`src/rtl/decode_stage.sv`:
```
// RV32I/RV32E instruction decode stage: combinational decode of the incoming word,
// registered into a main entry with an optional skid entry behind valid/ready handshakes.
package decode_stage_pkg;

  typedef enum logic [5:0] {
    OP_ADDI, OP_SLTI, OP_SLTIU, OP_XORI, OP_ORI, OP_ANDI, OP_SLLI, OP_SRLI, OP_SRAI,
    OP_LUI, OP_AUIPC, OP_JAL, OP_JALR,
    OP_BEQ, OP_BNE, OP_BLT, OP_BGE, OP_BLTU, OP_BGEU,
    OP_LB, OP_LH, OP_LW, OP_LBU, OP_LHU,
    OP_SB, OP_SH, OP_SW,
    OP_ADD, OP_SUB, OP_SLL, OP_SLT, OP_SLTU, OP_XOR, OP_SRL, OP_SRA, OP_OR, OP_AND,
    OP_FENCE, OP_ECALL, OP_EBREAK
  } rv_op_e;

  typedef struct packed {
    logic [6:0] funct7;
    logic [4:0] rs2;
    logic [4:0] rs1;
    logic [2:0] funct3;
    logic [4:0] rd;
    logic [6:0] opcode;
  } rv32i_fields_t;

  typedef union packed {
    logic [31:0]   raw;
    rv32i_fields_t f;
  } rv32i_inst_u;

  typedef struct packed {
    logic [31:0] pc;
    logic [4:0]  rs1;
    logic [4:0]  rs2;
    logic [4:0]  rd;
    logic [31:0] imm;
    logic        r_we;
    rv_op_e      op;
    logic        illegal;
  } bundle_t;

endpackage

module decode_stage
  import decode_stage_pkg::*;
#(
  parameter bit RV32E = 1'b0,
  parameter bit SKID  = 1'b1
) (
  input  logic        clk,
  input  logic        rst,
  input  logic        in_valid,
  output logic        in_ready,
  input  rv32i_inst_u in_instr,
  input  logic [31:0] in_pc,
  input  logic        flush,
  output logic        out_valid,
  input  logic        out_ready,
  output logic [31:0] out_pc,
  output logic [4:0]  rs1,
  output logic [4:0]  rs2,
  output logic [4:0]  rd,
  output logic [31:0] imm,
  output logic        r_we,
  output rv_op_e      rv_op,
  output logic        illegal
);

  // Handshake: a transfer happens on a rising edge where valid and ready are both high;
  // valid never waits for ready, and a held bundle stays unchanged until it transfers.

  localparam bundle_t RST_BUNDLE = '{pc: 32'h0, rs1: 5'h0, rs2: 5'h0, rd: 5'h0, imm: 32'h0,
                                     r_we: 1'b0, op: OP_ADDI, illegal: 1'b0};

  logic [31:0] ir;
  logic [6:0]  opc;
  logic [2:0]  f3;
  logic [6:0]  f7;
  logic [31:0] imm_i, imm_s, imm_b, imm_u, imm_j;

  assign ir    = in_instr.raw;
  assign opc   = in_instr.f.opcode;
  assign f3    = in_instr.f.funct3;
  assign f7    = in_instr.f.funct7;
  assign imm_i = {{20{ir[31]}}, ir[31:20]};
  assign imm_s = {{20{ir[31]}}, ir[31:25], ir[11:7]};
  assign imm_b = {{19{ir[31]}}, ir[31], ir[7], ir[30:25], ir[11:8], 1'b0};
  assign imm_u = {ir[31:12], 12'b0};
  assign imm_j = {{11{ir[31]}}, ir[31], ir[19:12], ir[20], ir[30:21], 1'b0};

  rv_op_e      d_op;
  logic [31:0] d_imm;
  logic [4:0]  d_rs1, d_rs2, d_rd;
  logic        d_wr;
  logic        d_ill;
  bundle_t     dec;

  always_comb begin
    d_op  = OP_ADDI;
    d_imm = 32'h0;
    d_rs1 = 5'h0;
    d_rs2 = 5'h0;
    d_rd  = 5'h0;
    d_wr  = 1'b0;
    d_ill = 1'b0;
    unique case (opc)
      7'b0110111: begin d_op = OP_LUI;   d_imm = imm_u; d_rd = in_instr.f.rd; d_wr = 1'b1; end
      7'b0010111: begin d_op = OP_AUIPC; d_imm = imm_u; d_rd = in_instr.f.rd; d_wr = 1'b1; end
      7'b1101111: begin d_op = OP_JAL;   d_imm = imm_j; d_rd = in_instr.f.rd; d_wr = 1'b1; end
      7'b1100111: begin
        d_op = OP_JALR; d_imm = imm_i; d_rs1 = in_instr.f.rs1; d_rd = in_instr.f.rd; d_wr = 1'b1;
        if (f3 != 3'b000) d_ill = 1'b1;
      end
      7'b1100011: begin
        d_imm = imm_b; d_rs1 = in_instr.f.rs1; d_rs2 = in_instr.f.rs2;
        case (f3)
          3'b000:  d_op = OP_BEQ;
          3'b001:  d_op = OP_BNE;
          3'b100:  d_op = OP_BLT;
          3'b101:  d_op = OP_BGE;
          3'b110:  d_op = OP_BLTU;
          3'b111:  d_op = OP_BGEU;
          default: d_ill = 1'b1;
        endcase
      end
      7'b0000011: begin
        d_imm = imm_i; d_rs1 = in_instr.f.rs1; d_rd = in_instr.f.rd; d_wr = 1'b1;
        case (f3)
          3'b000:  d_op = OP_LB;
          3'b001:  d_op = OP_LH;
          3'b010:  d_op = OP_LW;
          3'b100:  d_op = OP_LBU;
          3'b101:  d_op = OP_LHU;
          default: d_ill = 1'b1;
        endcase
      end
      7'b0100011: begin
        d_imm = imm_s; d_rs1 = in_instr.f.rs1; d_rs2 = in_instr.f.rs2;
        case (f3)
          3'b000:  d_op = OP_SB;
          3'b001:  d_op = OP_SH;
          3'b010:  d_op = OP_SW;
          default: d_ill = 1'b1;
        endcase
      end
      7'b0010011: begin
        // Shift-immediates keep the raw I-format immediate, so SRAI carries bit 10 set.
        d_imm = imm_i; d_rs1 = in_instr.f.rs1; d_rd = in_instr.f.rd; d_wr = 1'b1;
        case (f3)
          3'b000: d_op = OP_ADDI;
          3'b010: d_op = OP_SLTI;
          3'b011: d_op = OP_SLTIU;
          3'b100: d_op = OP_XORI;
          3'b110: d_op = OP_ORI;
          3'b111: d_op = OP_ANDI;
          3'b001: begin
            d_op = OP_SLLI;
            if (f7 != 7'b0000000) d_ill = 1'b1;
          end
          default: begin
            if (f7 == 7'b0000000)      d_op = OP_SRLI;
            else if (f7 == 7'b0100000) d_op = OP_SRAI;
            else                       d_ill = 1'b1;
          end
        endcase
      end
      7'b0110011: begin
        d_rs1 = in_instr.f.rs1; d_rs2 = in_instr.f.rs2; d_rd = in_instr.f.rd; d_wr = 1'b1;
        if (f7 == 7'b0000000) begin
          case (f3)
            3'b000:  d_op = OP_ADD;
            3'b001:  d_op = OP_SLL;
            3'b010:  d_op = OP_SLT;
            3'b011:  d_op = OP_SLTU;
            3'b100:  d_op = OP_XOR;
            3'b101:  d_op = OP_SRL;
            3'b110:  d_op = OP_OR;
            default: d_op = OP_AND;
          endcase
        end else if (f7 == 7'b0100000 && f3 == 3'b000) begin
          d_op = OP_SUB;
        end else if (f7 == 7'b0100000 && f3 == 3'b101) begin
          d_op = OP_SRA;
        end else begin
          d_ill = 1'b1;
        end
      end
      7'b0001111: begin
        d_op = OP_FENCE;
        if (f3 != 3'b000) d_ill = 1'b1;
      end
      7'b1110011: begin
        if (f3 == 3'b000 && in_instr.f.rs1 == 5'h0 && in_instr.f.rd == 5'h0 &&
            ir[31:20] == 12'h000)
          d_op = OP_ECALL;
        else if (f3 == 3'b000 && in_instr.f.rs1 == 5'h0 && in_instr.f.rd == 5'h0 &&
                 ir[31:20] == 12'h001)
          d_op = OP_EBREAK;
        else
          d_ill = 1'b1;
      end
      default: d_ill = 1'b1;
    endcase
    if (ir[1:0] != 2'b11) d_ill = 1'b1;
    // Unused index fields are already zero, so only real operands can trip this.
    if (RV32E && (d_rs1[4] || d_rs2[4] || d_rd[4])) d_ill = 1'b1;
  end

  always_comb begin
    dec    = RST_BUNDLE;
    dec.pc = in_pc;
    if (d_ill) begin
      dec.illegal = 1'b1;
    end else begin
      dec.rs1  = d_rs1;
      dec.rs2  = d_rs2;
      dec.rd   = d_rd;
      dec.imm  = d_imm;
      dec.op   = d_op;
      dec.r_we = d_wr && (d_rd != 5'h0);
    end
  end

  logic    m_valid_q, m_valid_d;
  logic    s_valid_q, s_valid_d;
  logic    rdy_q;
  bundle_t m_q, m_d;
  bundle_t s_q, s_d;
  logic    in_fire, out_fire;

  assign in_ready = !rst && (SKID ? rdy_q : (!m_valid_q || out_ready));
  assign in_fire  = in_valid && in_ready;
  assign out_fire = m_valid_q && out_ready;

  always_comb begin
    m_valid_d = m_valid_q;
    s_valid_d = s_valid_q;
    m_d       = m_q;
    s_d       = s_q;
    if (flush) begin
      m_valid_d = 1'b0;
      s_valid_d = 1'b0;
    end else if (out_fire || !m_valid_q) begin
      if (s_valid_q) begin
        m_d       = s_q;
        m_valid_d = 1'b1;
        s_valid_d = in_fire;
        if (in_fire) s_d = dec;
      end else begin
        m_valid_d = in_fire;
        if (in_fire) m_d = dec;
      end
    end else if (in_fire) begin
      // Main entry is stalled: park the newcomer behind it.
      s_valid_d = 1'b1;
      s_d       = dec;
    end
    if (!SKID) s_valid_d = 1'b0;
  end

  always_ff @(posedge clk) begin
    if (rst) begin
      m_valid_q <= 1'b0;
      s_valid_q <= 1'b0;
      rdy_q     <= 1'b0;
      m_q       <= RST_BUNDLE;
      s_q       <= RST_BUNDLE;
    end else begin
      m_valid_q <= m_valid_d;
      s_valid_q <= s_valid_d;
      rdy_q     <= !s_valid_d;
      m_q       <= m_d;
      s_q       <= s_d;
    end
  end

  assign out_valid = m_valid_q;
  assign out_pc    = m_q.pc;
  assign rs1       = m_q.rs1;
  assign rs2       = m_q.rs2;
  assign rd        = m_q.rd;
  assign imm       = m_q.imm;
  assign r_we      = m_q.r_we;
  assign rv_op     = m_q.op;
  assign illegal   = m_q.illegal;

endmodule
```
`config.mk`:
```
export PLATFORM = sky130hd
export DESIGN_NAME = decode_stage
export DESIGN_NICKNAME = d
export VERILOG_FILES = /design/src/rtl/decode_stage.sv
export SDC_FILE = /design/constraint.sdc
export NUM_CORES = 1
export LEC_CHECK = 0
export CORE_AREA = 2 2 190 99
export CTS_CLUSTER_DIAMETER = 60
export CTS_CLUSTER_SIZE = 14
export DETAILED_ROUTE_END_ITERATION = 10
export DIE_AREA = 0 0 192 101
export GPL_ROUTABILITY_DRIVEN = 1
export PLACE_DENSITY = 0.75
export SYNTH_ARGS = -nofsm -noshare
export SYNTH_HDL_FRONTEND = slang
export SYNTH_SLANG_ARGS = --single-unit
```
`constraint.sdc`:
```
create_clock -name clk -period 2.95 [get_ports clk]
set_input_delay 0.7375 -clock clk [delete_from_list [all_inputs] [get_ports clk]]
set_output_delay 0.7375 -clock clk [all_outputs]
set_load 0.02 [all_outputs]
```
Yosys cells after proc, flatten, opt, wreduce, memory -nomap -nowiden
Cells that the tools add are included.
Widths: inputs -> output; s select.
{"block": "word_totals", "regBits": 177, "elab_cells": 124, "output_inout_bits": 89, "in_bits": 69}
{"block": "op_classes", "reduce_logical": 37, "mux": 45, "n_bitwise": 1, "n_eq_ne": 22}
{"cell": "$mux 87", "n": 5}
{"cell": "$pmux 32 s5", "n": 1}
{"cell": "$pmux 6 s11", "n": 1}
{"cell": "$mux 54", "n": 1}
{"cell": "$pmux 6 s7", "n": 1}
{"cell": "$mux 6", "n": 5}
{"cell": "$pmux 5 s6", "n": 1}
{"cell": "$eq 7x6->1 const B", "n": 4}
{"cell": "$eq 7x7->1 const B", "n": 4}
{"cell": "$pmux 4 s7", "n": 1}
{"cell": "$pmux 5 s5", "n": 1}
{"cell": "$mux 1", "n": 20}
{"cell": "$reduce_or 6->1", "n": 3}
{"cell": "$mux 5", "n": 3}
{"cell": "$pmux 5 s3", "n": 1}
{"cell": "$eq 7x5->1 const B", "n": 2}
{"cell": "$eq 12x1->1 const B", "n": 1}
{"cell": "$eq 3x3->1 const B", "n": 4}
{"cell": "$logic_not 12->1", "n": 1}
{"cell": "$reduce_or 3->1", "n": 4}
{"cell": "$logic_and 1x1->1", "n": 10}
{"cell": "$logic_not 5->1", "n": 2}
{"cell": "$mux 4", "n": 2}
{"cell": "$pmux 1 s8", "n": 1}
{"cell": "other kinds (20)", "n": 26}

Longest topological paths before layout
{"block": "logic_depth", "word_depth": 12, "depth_mapped": 9, "depth_no_buf": 6}

Least setup slack after synthesis
No wires, ideal clock.
{"block": "synth_timing", "kind": "input to register", "startpoint": "in in_instr[6] in the netlist's numbering", "endpoint": "reg s_q[52] in the netlist's numbering", "arrival_time_ns": 2.379, "setup_slack_ns": 0.454, "required_time_ns": 2.834, "setup_ns": 0.116, "path_buffers": 3, "stages": 9, "path_cell_list": "buf_2 -> or3b_2 -> o21ai_0 -> a31o_2 -> nor4_4 -> and2_1 -> buf_4 -> buf_6 -> a41o_1"}
{"block": "synth_between", "elab_chain_len": 8, "word_cells_on_any_way": 21, "classes_between": "11 x eq/ne; 7 x mux; 3 x reduce/logical"}
{"item": "from (decl)", "line": "52", "source": "input rv32i_inst_u in_instr,"}
{"item": "$eq 7x7->1 (tied with other cells)", "line": "104", "source": "unique case (opc)"}
{"item": "$reduce_or 3->1 (no line) / $reduce_or 2->1 (equally long branches)"}
{"item": "$pmux 1 s8", "line": "104"}
{"item": "$mux 1", "line": "202", "source": "if (ir[1:0] != 2'b11) d_ill = 1'b1;"}
{"item": "$mux 54 *", "line": "210", "source": "if (d_ill) begin"}
{"item": "$mux 87 *", "line": "246, 251"}
{"item": "$mux 87", "line": "242", "source": "if (s_valid_q) begin"}
{"item": "$mux 87 *", "line": "241", "source": "end else if (out_fire || !m_valid_q) begin"}
{"item": "to (signal assigned)", "line": "265", "source": "s_q <= RST_BUNDLE;"}
{"item": "to (signal assigned)", "line": "271", "source": "s_q <= s_d;"}
{"item": "to (decl)", "line": "226", "source": "bundle_t s_q, s_d;"}
Every way passes the cells marked *; elsewhere a longest branch is shown, timed or not. The select of a mux whose other input is x is not followed.
A chain may end at the register's enable or synchronous reset.

Final worst setup path
{"block": "layout_timing", "startpoint": "in in_instr[31] in the netlist's numbering", "endpoint": "reg m_q (netlist bit rd[2])"}
{"block": "layout_between", "elab_chain_len": 10, "word_cells_on_any_way": 23, "classes_between": "2 x eq/ne; 14 x mux; 7 x reduce/logical"}
{"item": "$eq 7x6->1", "line": "160, 178, 180"}
{"item": "$logic_and 1x1->1", "line": "180", "source": "end else if (f7 == 7'b0100000 && f3 == 3'b101) begin"}
{"item": "$mux 1", "line": "180"}
{"item": "$mux 1", "line": "178", "source": "end else if (f7 == 7'b0100000 && f3 == 3'b000) begin"}
{"item": "$mux 1", "line": "167", "source": "if (f7 == 7'b0000000) begin"}
{"item": "$pmux 1 s8 *", "line": "104"}
{"item": "$mux 1 *", "line": "202"}
{"item": "$mux 54 *", "line": "210"}
{"item": "$mux 87 *", "line": "249", "source": "if (in_fire) m_d = dec;"}
{"item": "$mux 87 *", "line": "242"}
{"item": "to (signal assigned)", "line": "270", "source": "m_q <= m_d;"}
{"item": "to (decl)", "line": "225", "source": "bundle_t m_q, m_d;"}
Marked as above.

==> reports/results.ini <==
[global_route]
grt_max_degree = 122
grt_pass1_wl_mm = 45.8
track_usage = 0.309
grt_pass1_vias = 8197
antenna_found_initial = 0
overflow = 0

[synthesis]
synth-main-ff-cell = dfxtp_1
yosys.area.top_type = dfxtp_1
syn_area_per_cell_sq_um = 8.14
yosys_warnings = 0
ys_top_cells_by_count = dfxtp_1, nand2_1, nor2_1
synth_edf_count = 0
synth_fp_nets = 1133
synth.area.top_cells = dfxtp_1, nand2_1, a211oi_1
ys_types = 70
async_flop_share = 0
netlist.area_leader.share = 0.409
synth.ff_latch_count = 177
synth_most_common_cell = dfxtp_1
syn_inst = 1064
synth.yosys.seq_area_share = 0.409
synth_area_sq_um = 8660

[routing]
routed_via_density = 5.93
drt_iter0_markers = 968
wl_per_cell_um = 19.6
vias = 9014
drt.antenna.violating_nets = 0
drc_errors = 0
wl_mm = 29.8
first_pass_iters = 5

[clock_network]
cts_inserted_buffers = 17
htreeDepth = 4
clock_path_buffers = 2
clkLatencyLatePin_ns = 0.43
cts-root-buf = clkbuf_16
cts_setup_buffers = 0
clk_pin_slew_ns = 0.07
clock-sinks = 177
cts_tree = built

[placed_design]
port_buffers = 157
dp_slack_ns = -0.335
dpl.cell_count = 1488
dp.final_hpwl_mm = 21.3
placed_area_sq_um = 11300
routabilityCongestion = 0.990

[finish]
nets = 1336
diodes = 0
multiInputGateArea_sq_um = 4670
fill_cells = 1457
ff_latch_area_sq_um = 3550
final_cell_area_sq_um = 11900
drive_gt1_frac = 0.145
fin_cells = 1520
flow.area_growth_from_synthesis_pct = 37.4

[power]
switching_share = 0.255
intPower_mw = 4.06
power_density_nw_per_um2 = 458
seqPwrFrac = 0.452
pwr-share-comb = 0.131
ir_drop_uv = 453
switchingPower_mw = 1.39
pwr-share-clk = 0.417
leakage_nw = 4.26

[sta]
fin_crit_ns = 2.89
finalSetupViolations = 0
setup_slack_ns = 0.0615
clock-skew-final_ns = 0.00835
worst_pin_slew_ns = 0.793
finalMaxSlewViolations = 0
rsz0062_at_grt = no
fin_crit_sh = 0.979
hold_violations = 0
whs_ns = 0.455
fmax_ghz = 0.346
relSlewSlack = 0.471

[worst_setup_path]
crit_fanout = 6
r2r_slack_ns = 1.01
critPathLaunchType = input port
crit_required_ns = 3.28
slowest_delay_ns = 0.55
path_class = input port to flip-flop
slowest_stage = clkdlybuf4s50_1
r2r_cells = 5
crit_arrival_ns = 3.22
crit_path_cell_trace = clkdlybuf4s50_1, nor3_1, and4b_1, nand2_1, a32oi_4, buf_4, a41oi_4, a211oi_1
end_kind = flip-flop

[die]
dieArea_sq_um = 19400
die_w_um = 192
io_pins = 158
initial_core_util = 0.485
core-area_sq_um = 17900
rows = 35
die_y_um = 101

[min_path]
hold_path.class = flip-flop to flip-flop
min_path_cells = 2

[flow_run]
cap_violations = 0

[outcome]
status = finished, final reports clean

final timing paths:
check                               from                    to
setup reg to reg  out_valid$_SDFFE_PP0N_   imm[4]$_SDFFE_PP0P_
setup / recovery            in_instr[31]    rd[2]$_SDFFE_PP0P_
hold / removal      s_q[86]$_SDFFE_PP0P_  s_q[86]$_SDFFE_PP0P_
hold reg to reg     s_q[86]$_SDFFE_PP0P_  s_q[86]$_SDFFE_PP0P_
power groups by stage:
| stage | logic [mW] | registers, mW | clock network (mW) |
|---|---|---|---|
| floorplan | 0.259 | 2.56 | 0 |
| global placement | 0.695 | 2.51 | 0 |
| detailed placement | 0.696 | 2.51 | 0 |
| CTS | 0.699 | 2.46 | 2.30 |
| global route | 0.759 | 2.46 | 2.39 |
| finish | 0.716 | 2.46 | 2.27 |
kinds of logic after synthesis:
logic type | Yosys count | share of synthesized area
buffers and inverters | 112 | 0.0580
DFF | 177 | 0.409
xor gates and xnor gates | 3 | 0.00304
AOI/OAI and AO/OA | 300 | 0.243
and+or+nand+nor | 439 | 0.248
muxes | 33 | 0.0383
per-layer routing:
metal  global-route usage  wire, um  vias to the layer above  part of all wire
met3                0.117      3910                       19              0.13
met4               0.0523       235                        0            0.0079
met2                0.397     11400                      479              0.38
met1                0.480     14300                     4253              0.48
li1                     -         -                     4263                 -
met5                    0         0                        -                 0
sequential cells by signal, indices dropped and copies added, names as in the netlist:
name       cells
imm           32
s_q           87
rdy_q          1
illegal        1
r_we           1
out_valid      1
rs2            5
out_pc        32
s_valid_q      1
rv_op          6
rs1            5
rd             5
layout by cell type (no fill, tap or decap), drive strengths merged, types with 9 or more instances in the layout:
| master | netlist | routed |
|---|---|---|
| nor2 | 132 | 132 |
| and3 | 19 | 19 |
| a21oi | 92 | 92 |
| clkbuf | 72 | 21 |
| a41o | 15 | 15 |
| clkdlybuf4s50 | 0 | 156 |
| dfxtp | 177 | 177 |
| a32o | 22 | 22 |
| nand2 | 159 | 159 |
| buf | 32 | 132 |
| nand3 | 24 | 24 |
| a211oi | 72 | 72 |
| inv | 8 | 10 |
| mux2i | 32 | 32 |
| o22ai | 9 | 9 |
| nor2b | 10 | 10 |
| nand4 | 25 | 25 |
| nand4bb | 15 | 15 |
| nor3 | 11 | 11 |
| a21o | 12 | 12 |
| o21ai | 28 | 28 |
critical path: cells and delay by family:
kind	cells	cell delay, ns
and+or+nand+nor	3	0.93
AOI/OAI and AO/OA	3	0.78
buffers and inverters	2	0.77
layout make-up:
| class | instances | share of cell area |
|---|---|---|
| Tap cell | 240 | 0.0252 |
| Clock buffer | 21 | 0.0387 |
| Multi-Input combinational cell | 775 | 0.393 |
| Inverter | 8 | 0.00252 |
| Clock inverter | 11 | 0.0109 |
| Timing Repair Buffer | 288 | 0.232 |
| Sequential cell | 177 | 0.298 |
repair_timing:
| item | 4_1_cts | 5_1_grt |
|---|---|---|
| gates resized for setup | 0 | 7 |
| endpoints found under the setup margin | 0 | 58 |
| hold buffers | 0 | 0 |
| endpoints found under the hold margin | 0 | 0 |
stage by stage:
step,power (mW),TNS (ns),util
finish,5.45,0,0.666
global route,5.61,0,0.666
CTS,5.46,0,0.664
detailed placement,3.21,-25.31,0.631
global placement,3.21,-25.98,0.631
floorplan,2.82,0,-
No activity file was read; power rests on OpenSTA's default activity.
